===== src/rtl/led_pkg.sv =====
// Shared display-mode encoding and ring/base-pattern geometry for the LED pattern generator.
// Pure combinational helpers; no state.
package led_pkg;

  typedef enum logic [1:0] {
    MODE_OFF    = 2'd0,
    MODE_STATIC = 2'd1,
    MODE_GROW   = 2'd2,
    MODE_SCROLL = 2'd3
  } mode_e;

  // Distance of a pixel from the nearest edge; concentric rings count inward from 0.
  function automatic int ring(input int r, input int c, input int rows, input int cols);
    int m;
    m = r;
    if (c < m) m = c;
    if (rows - 1 - r < m) m = rows - 1 - r;
    if (cols - 1 - c < m) m = cols - 1 - c;
    return m;
  endfunction

  function automatic logic base_red(input int r, input int c, input int rows, input int cols);
    return (ring(r, c, rows, cols) % 2) == 0;
  endfunction

  function automatic logic base_grn(input int r, input int c, input int rows, input int cols);
    return (ring(r, c, rows, cols) % 2) == 1;
  endfunction

endpackage


===== src/rtl/led_tick_div.sv =====
// Prescaler: counts 0..TICK_DIV-1 and emits a combinational one-cycle tick at the terminal count.
// No backpressure; hold freezes the count, clr zeroes it and suppresses the tick that cycle.
module led_tick_div #(
  parameter int TICK_DIV = 1000
) (
  input  logic clk,
  input  logic RST_n,
  input  logic clr,
  input  logic hold,
  output logic tick
);

  localparam int CW = (TICK_DIV > 1) ? $clog2(TICK_DIV) : 1;
  localparam logic [CW-1:0] CNT_MAX = CW'(TICK_DIV - 1);

  logic [CW-1:0] cnt_q, cnt_d;

  always_comb begin
    tick  = 1'b0;
    cnt_d = cnt_q;
    if (clr) begin
      cnt_d = '0;
    end else if (!hold) begin
      if (cnt_q == CNT_MAX) begin
        cnt_d = '0;
        tick  = 1'b1;
      end else begin
        cnt_d = cnt_q + CW'(1);
      end
    end
  end

  always_ff @(posedge clk or negedge RST_n) begin
    if (!RST_n) cnt_q <= '0;
    else        cnt_q <= cnt_d;
  end

endmodule


===== src/rtl/led_pattern_gen.sv =====
// LED matrix pattern generator: OFF / STATIC rings / GROW rings / SCROLL, stepped by a prescaled tick.
// Pixels are registered one cycle after mode/step; freeze holds the animation, a mode change clears it.
module led_pattern_gen
  import led_pkg::*;
#(
  parameter int ROWS     = 16,
  parameter int COLS     = 16,
  parameter int TICK_DIV = 1000
) (
  input  logic                       clk,
  input  logic                       RST_n,
  input  logic [1:0]                 mode,
  input  logic                       freeze,
  output logic [ROWS-1:0][COLS-1:0]  RedPixels,
  output logic [ROWS-1:0][COLS-1:0]  GrnPixels,
  output logic                       frame_done
);

  localparam int NRINGS = ((ROWS < COLS) ? ROWS : COLS) / 2;
  localparam int SW     = $clog2(COLS);

  mode_e                     state_q, state_d;
  logic [SW-1:0]             step_q, step_d, step_max;
  logic                      run;
  logic                      clr, tick;
  logic                      frame_done_q, frame_done_d;
  logic [ROWS-1:0][COLS-1:0] red_q, red_d, grn_q, grn_d;

  // A mode change is seen on the same edge that registers it.
  assign clr = (state_d != state_q);

  led_tick_div #(.TICK_DIV(TICK_DIV)) u_tick_div (
    .clk   (clk),
    .RST_n (RST_n),
    .clr   (clr),
    .hold  (freeze),
    .tick  (tick)
  );

  always_ff @(posedge clk or negedge RST_n) begin
    if (!RST_n) state_q <= MODE_OFF;
    else        state_q <= state_d;
  end

  always_comb begin
    state_d = mode_e'(mode);
  end

  always_comb begin
    run      = 1'b0;
    step_max = '0;
    case (state_q)
      MODE_GROW: begin
        run      = 1'b1;
        step_max = SW'(NRINGS);
      end
      MODE_SCROLL: begin
        run      = 1'b1;
        step_max = SW'(COLS - 1);
      end
      default: ;
    endcase
  end

  always_comb begin
    step_d       = step_q;
    frame_done_d = 1'b0;
    if (clr || !run) begin
      step_d = '0;
    end else if (tick) begin
      if (step_q == step_max) begin
        step_d       = '0;
        frame_done_d = 1'b1;
      end else begin
        step_d = step_q + SW'(1);
      end
    end
  end

  always_comb begin
    red_d = '0;
    grn_d = '0;
    for (int r = 0; r < ROWS; r++) begin
      for (int c = 0; c < COLS; c++) begin
        case (state_q)
          MODE_STATIC: begin
            red_d[r][c] = base_red(r, c, ROWS, COLS);
            grn_d[r][c] = base_grn(r, c, ROWS, COLS);
          end
          MODE_GROW: begin
            if (ring(r, c, ROWS, COLS) < int'(step_q)) begin
              red_d[r][c] = base_red(r, c, ROWS, COLS);
              grn_d[r][c] = base_grn(r, c, ROWS, COLS);
            end
          end
          MODE_SCROLL: begin
            red_d[r][c] = base_red(r, (c + int'(step_q)) % COLS, ROWS, COLS);
            grn_d[r][c] = base_grn(r, (c + int'(step_q)) % COLS, ROWS, COLS);
          end
          default: ;
        endcase
      end
    end
  end

  always_ff @(posedge clk or negedge RST_n) begin
    if (!RST_n) begin
      step_q       <= '0;
      frame_done_q <= 1'b0;
      red_q        <= '0;
      grn_q        <= '0;
    end else begin
      step_q       <= step_d;
      frame_done_q <= frame_done_d;
      red_q        <= red_d;
      grn_q        <= grn_d;
    end
  end

  assign RedPixels  = red_q;
  assign GrnPixels  = grn_q;
  assign frame_done = frame_done_q;

endmodule


===== config.mk =====
export PLATFORM = sky130hd
export DESIGN_NAME = led_pattern_gen
export DESIGN_NICKNAME = d
export VERILOG_FILES = /design/src/rtl/led_pkg.sv /design/src/rtl/led_tick_div.sv /design/src/rtl/led_pattern_gen.sv
export SDC_FILE = /design/constraint.sdc
export NUM_CORES = 1
export LEC_CHECK = 0
export CORE_ASPECT_RATIO = 2
export CORE_MARGIN = 2
export CORE_UTILIZATION = 35
export DETAILED_ROUTE_END_ITERATION = 8
export PLACE_DENSITY_LB_ADDON = 0.05
export SLEW_MARGIN = 15
export SYNTH_ARGS = -nofsm -noshare
export SYNTH_HDL_FRONTEND = slang
export SYNTH_SLANG_ARGS = --single-unit

===== constraint.sdc =====
create_clock -name clk -period 7.4 [get_ports clk]
set_input_delay 1.48 -clock clk [delete_from_list [all_inputs] [get_ports clk]]
set_output_delay 1.48 -clock clk [all_outputs]
set_load 0.03 [all_outputs]

==> results by group, run 1 <==
Outcome
  – Run status: completed

CTS
  – CTS Sinks: 496
  – Postcts setup bufs: 0
  – CTS Buf Count: 46
  – Max H-tree Level: 2
  – Hold_buf cts: 0
  – CTS tree: done
  – Clk pin slew, worst setup/hold paths: 80 ps
  – Worst-Skew Late Latency: 600 ps
  – Clock tree buffer depth: 3
  – CTS Root Cell: clkbuf_16
  – Post-CTS sizing: 0

Timing
  – Fmax achieved: 0.190 GHz
  – Slew @ Worst Pin: 1100 ps
  – Slew HR: 26.8%
  – Fin. Hold Viols: 0
  – Fin crit period: 5260 ps
  – Setup TNS: 0 ps
  – Final period util: 71.1%
  – RSZ-0062 raised after global routing: false
  – Endpoints failing setup: 0
  – Max Slew Vio Count: 0
  – Clock skew: 25.7 ps

Logic synthesis
  – Synth cell types: 76
  – Post-synth EDFFs: 0
  – Complex-gate fraction of the synthesized area: 15.5%
  – Top cell type's share of synthesized area: 51.3%
  – Yosys top cell by area: dfrtp_1
  – Ys Warns: 0
  – Mux cell area share after synthesis: 0.709%
  – Largest cells by area after synthesis: dfrtp_1, ha_1, o21ai_0
  – Primary FF master, synth: dfrtp_1
  – Simple-gate area share of the yosys netlist: 15.4%
  – Synth Area in XOR/XNOR: 0.735%
  – Async set-reset flop share out of synthesis: 100%
  – Seq/Total Area, Yosys: 51.3%
  – Synth top cells by count: dfrtp_1, nor2_1, o21ai_0, ha_1, nand2_1
  – Count leader, synth: dfrtp_1
  – Mapped Area: 24200 um2
  – Register bit total from synthesis: 496
  – Largest family of logic cells by synthesized area: compound AO/OA/AOI/OAI gates
  – Cells after Synth: 2424
  – Mean Syn Cell Area: 9.98 um2
  – Adder-Cell Fraction of Synth Area: 11.3%

Pwr
  – Sw frac: 26.3%
  – Combinational Power Share: 11.1%
  – Switching pwr: 1.60 mW
  – Power share of the sequential group: 46.9%
  – Max VDD drop: 189 uV
  – Total internal power: 4.47 mW
  – Power share of the clock group: 42.1%
  – Total power: 6.07 mW
  – Leak pwr: 14.4 nW
  – PwrDens: 192 nW/um2

Cells and area
  – Layout cells sized above 1: 5.63%
  – Fillers: 6468
  – Final Util: 46.0%
  – Layout Nets: 3070
  – Area Growth Syn to Fin: 30.5%
  – Ant diodes: 0
  – FF+latch area: 12400 um2
  – Multi-input gate area: 10800 um2
  – Final Non-Filler Cells: 3776

Floorplanning
  – Cell Rows: 136
  – Initial core utilization: 35.3%
  – Chip Height: 376 um
  – Top-Level Pins: 518
  – Die ar.: 71300 um2
  – Die W: 190 um
  – Core ar.: 68600 um2

Critical path
  – Required time of the critical path: 7860 ps
  – Cell chain of the critical path: clkinv_2 > ha_1 > inv_1 > ha_1 > buf_4 > clkinv_1 > nand2_1 > inv_1 > nand2_1 > ha_1 > or3_1 > a21oi_1 > nor2_1
  – CP Buf/Inv Count: 5
  – CP arrival: 5730 ps
  – Setup crit end kind: register
  – Worst Setup Start Kind: register
  – Crit-path max cell delay: 920 ps
  – Worst r2r src: step_q[1]
  – Flop2flop setup slack: 2140 ps
  – CP most frequent cell: ha_1
  – Crit path max-delay family: buffers and inverters
  – WS Path Type: reg -> reg
  – Worst reg2reg path depth: 13
  – Critical path depth: 13
  – CP Launch Point: step_q[1]
  – Critical Path Sink: RedPixels[246]
  – Worst-path fanout max: 57
  – Reg-to-Reg End: RedPixels[246]
  – Crit-path slowest cell: dfrtp_4

GRT
  – Pin count of the biggest net entering global routing: 122
  – First-pass GRT wire length: 139000 um
  – GRT overflow: 0
  – Routing usage on met3: 5.11%
  – Met2 GRT Util: 43.9%
  – Met1 GRT Util: 33.1%
  – Initial antenna violation count: 1
  – Global Route Usage Sum: 26.2%
  – Vias in the first global route: 20000
  – GRT Max-Usage Layer: met2

Routing
  – Vias: 19900
  – Detail Route Antenna Nets: 0
  – Final WL: 94900 um
  – # DRC: 0
  – DR pass1 iterations: 6
  – WL/cell: 25.1 um
  – Initial DRC count: 1385
  – Vias/cell: 5.28

Hold path
  – Min-Delay Path Class: reg -> reg

Place
  – # port buffers: 502
  – Final GP Congestion: 0.892
  – Final HPWL DP: 68200 um
  – Placed Cells: 3695

Run
  – Maxcap violations: 0
[worst min-delay path by stage]
stage                              from                   to  slack [ps]  cells past startpoint
finish              u_tick_div.cnt_q[7]  u_tick_div.cnt_q[7]         510                      1
global route        u_tick_div.cnt_q[7]  u_tick_div.cnt_q[7]         550                      1
CTS                 u_tick_div.cnt_q[7]  u_tick_div.cnt_q[7]         510                      1
detailed placement  u_tick_div.cnt_q[7]  u_tick_div.cnt_q[7]         500                      1
global placement    u_tick_div.cnt_q[7]  u_tick_div.cnt_q[7]         490                      1
floorplan           u_tick_div.cnt_q[7]  u_tick_div.cnt_q[7]         470                      1
[layout make-up]
type,instances,share of cell area [%]
clock buffers,64,4.25
clock inverters,17,0.801
inverters,51,0.611
multi-input cells,1704,34.3
flip-flops and latches,496,39.4
well taps,897,3.56
repair buffers,547,17.1
[sequential cells by signal (all words and copies together), names as in the netlist]
signal and count:
step_q 4, state_q 2, GrnPixels 239, frame_done 1, u_tick_div.cnt_q 10, RedPixels 240
[worst register-to-register path: stages, from the launching register on]
cell      delay (ps)
dfrtp_4          920
clkinv_2         840
ha_1             690
inv_1            230
ha_1             150
buf_4            320
clkinv_1         570
nand2_1          350
inv_1            140
nand2_1           90
ha_1             230
or3_1            350
a21oi_1          200
nor2_1            60
[through the flow]
stage / hold slack [ps] / setup slack (ps) / cell area [um2]
after CTS: 510 / 2200 / 31600
after detailed placement: 502 / 2230 / 30000
after global routing: 546 / 1790 / 31600
final: 512 / 2140 / 31600
after global placement: 493 / 2370 / 30000
after floorplan: 472 / 953 / 24300
[power groups by stage]
stage                     clock network (mW)  registers [mW]  logic (mW)
after floorplan                            0            3.08       0.143
after global placement                     0            2.90       0.678
after detailed placement                   0            2.90       0.682
after CTS                               2.63            2.85       0.683
after global routing                    2.71            2.85       0.715
final                                   2.55            2.84       0.671
[placed cells by master, fill, tap and decap left out, types with 20 or more instances in the layout]
cell / count
nor2_1: 244
nand2_1: 213
dfrtp_1: 492
inv_1: 39
a31oi_1: 21
a21oi_1: 126
a21o_1: 21
ha_1: 219
o21ai_0: 247
nand3_1: 44
clkdlybuf4s50_1: 501
nor2b_1: 24
and2_1: 131
clkbuf_16: 47
conb_1: 46
nor3_1: 48
nand2b_1: 25
o31ai_1: 20
buf_4: 43
a211oi_1: 22
[kinds of logic after synthesis]
logic type / count (synthesis)
AO/OA/AOI/OAI: 614
XOR/XNOR: 16
adder cells (fa/ha/maj): 219
buffers and inverters: 268
flip-flops: 496
multiplexers: 17
other: 2
AND/OR/NAND/NOR: 792
[layer usage]
layer,share of wire (%),vias up,wire [um]
li1,-,9083,-
met1,40,9911,38400
met2,48,813,45700
met3,7.0,142,6610
met4,4.4,0,4210
met5,0,-,0
(Power assumes the default switching activity.)
==> inputs of run 2 (changes only) <==
clock period = 4.87 ns   (was 7.4 ns; I/O delays follow)
==> results by group, run 2 (synthesis results as in run 1) <==
Outcome
  – Run status: completed

Critical path
  – Worst-path fanout max: 75
  – CP Launch Point: step_q[1]
  – CP arrival: 4430 ps
  – Worst reg2reg path depth: 12
  – WS Path Type: reg -> reg
  – Critical Path Sink: RedPixels[96]
  – Worst r2r src: step_q[1]
  – Cell chain of the critical path: buf_4 > buf_4 > ha_1 > nand2_1 > o21ai_0 > a21oi_1 > ha_1 > o21ai_0 > nand2b_1 > a21oi_1 > o211a_1 > nor2_1
  – Flop2flop setup slack: 920 ps
  – Worst Setup Start Kind: register
  – Reg-to-Reg End: RedPixels[96]
  – Crit-path slowest cell: buf_4
  – Crit-path max cell delay: 790 ps
  – Setup crit end kind: register
  – Required time of the critical path: 5350 ps

CTS
  – CTS Buf Count: 46
  – Worst-Skew Late Latency: 620 ps
  – Post-CTS sizing: 0
  – CTS Sinks: 496
  – CTS Root Cell: clkbuf_16
  – Max H-tree Level: 2
  – CTS tree: done
  – Hold_buf cts: 0
  – Clock tree buffer depth: 3
  – Clk pin slew, worst setup/hold paths: 80 ps
  – Postcts setup bufs: 0

Routing
  – Routed wl met3: 6610 um
  – Vias/cell: 5.31
  – Top routing layer in use: met4
  – DR pass1 iterations: 5
  – Detail Route Antenna Nets: 0
  – # DRC: 0
  – M1 WL: 38500 um
  – Met2 WL: 46800 um
  – WL/cell: 25.3 um
  – Initial DRC count: 1250
  – Final WL: 96300 um
  – Vias: 20200

Pwr
  – PwrDens: 288 nW/um2
  – Leak pwr: 14.6 nW
  – Max VDD drop: 271 uV
  – Total power: 9.17 mW

Floorplanning
  – Chip Height: 376 um
  – Die W: 190 um
  – Top-Level Pins: 518
  – Initial core utilization: 35.3%
  – Core ar.: 68600 um2
  – Cell Rows: 136
  – Die ar.: 71300 um2

Place
  – Dpl ws: 1030 ps
  – # port buffers: 502
  – Placed Cells: 3720
  – Final GP Congestion: 0.879
  – Area post-placement: 30200 um2
  – Final HPWL DP: 69600 um

Timing
  – Hold Slack: 421 ps
  – RSZ-0062 raised after global routing: false
  – Slew HR: 19.2%
  – Endpoints failing setup: 0
  – Fin. Hold Viols: 0
  – Fmax achieved: 0.253 GHz
  – Clock skew: 50.3 ps
  – Slew @ Worst Pin: 1200 ps
  – Setup TNS: 0 ps
  – Slack of the critical path: 919 ps
  – Final period util: 81.1%
  – Max Slew Vio Count: 0
  – Fin crit period: 3950 ps

Cells and area
  – Final Util: 46.4%
  – Final instance area: 31800 um2
  – Layout cells sized above 1: 6.54%
  – Area Growth Syn to Fin: 31.6%
  – Most common cell after layout, fill and taps aside: clkdlybuf4s50_1
  – Max reg flops: 240
  – Final Non-Filler Cells: 3805
  – Most frequent cells in the layout: clkdlybuf4s50_1, dfrtp_1, o21ai_0
  – Layout Nets: 3095

GRT
  – Initial antenna violation count: 1
  – Vias in the first global route: 20300
  – Pin count of the biggest net entering global routing: 119
  – Global Route Usage Sum: 26.8%
  – GRT overflow: 0
  – First-pass GRT wire length: 142000 um

Run
  – Maxcap violations: 0

Hold path
  – Min-Delay Path Class: in -> async
## run 2: layout make-up
cell class	instances	area [um2]
Fill cell	6446	36800
Sequential cell	496	12400
Multi-Input combinational cell	1704	10800
Timing Repair Buffer	572	5660
Clock buffer	64	1310
Tap cell	897	1120
Clock inverter	20	262
Inverter	51	193
Antenna cell	1	2.50
## run 2: power breakdown
part	total, mW	internal, mW	leakage (nW)	switching (mW)
clock	3.81	2.12	0.766	1.69
sequential	4.33	4.26	6.41	0.0648
combinational	1.03	0.340	7.39	0.691
total	9.17	6.72	14.6	2.44
## run 2: layer usage
| layer | up-vias | track usage (%) |
|---|---|---|
| li1 | 9154 | - |
| met1 | 10000 | 33.5 |
| met2 | 857 | 45.6 |
| met3 | 141 | 4.76 |
| met4 | 0 | 11.1 |
| met5 | - | 0 |
## run 2: critical path, delay by kind of cell, from the launching register on
family | cells | cell delay, ps
adder cells (fa/ha/maj) | 2 | 930
AO/OA/AOI/OAI | 5 | 790
buffers and inverters | 2 | 1270
AND/OR/NAND/NOR | 3 | 330
flip-flops | 1 | 430
## run 2: how the worst min path moves through the flow
| stage | startpoint | end | slack [ps] | depth (start not counted) |
|---|---|---|---|---|
| final | RST_n | GrnPixels[184] | 420 | 1 |
| after global routing | RST_n | GrnPixels[184] | 480 | 1 |
| after CTS | RST_n | GrnPixels[184] | 450 | 1 |
| after detailed placement | u_tick_div.cnt_q[8] | u_tick_div.cnt_q[8] | 510 | 1 |
| after global placement | u_tick_div.cnt_q[7] | u_tick_div.cnt_q[7] | 490 | 1 |
| after floorplan | u_tick_div.cnt_q[7] | u_tick_div.cnt_q[7] | 470 | 1 |
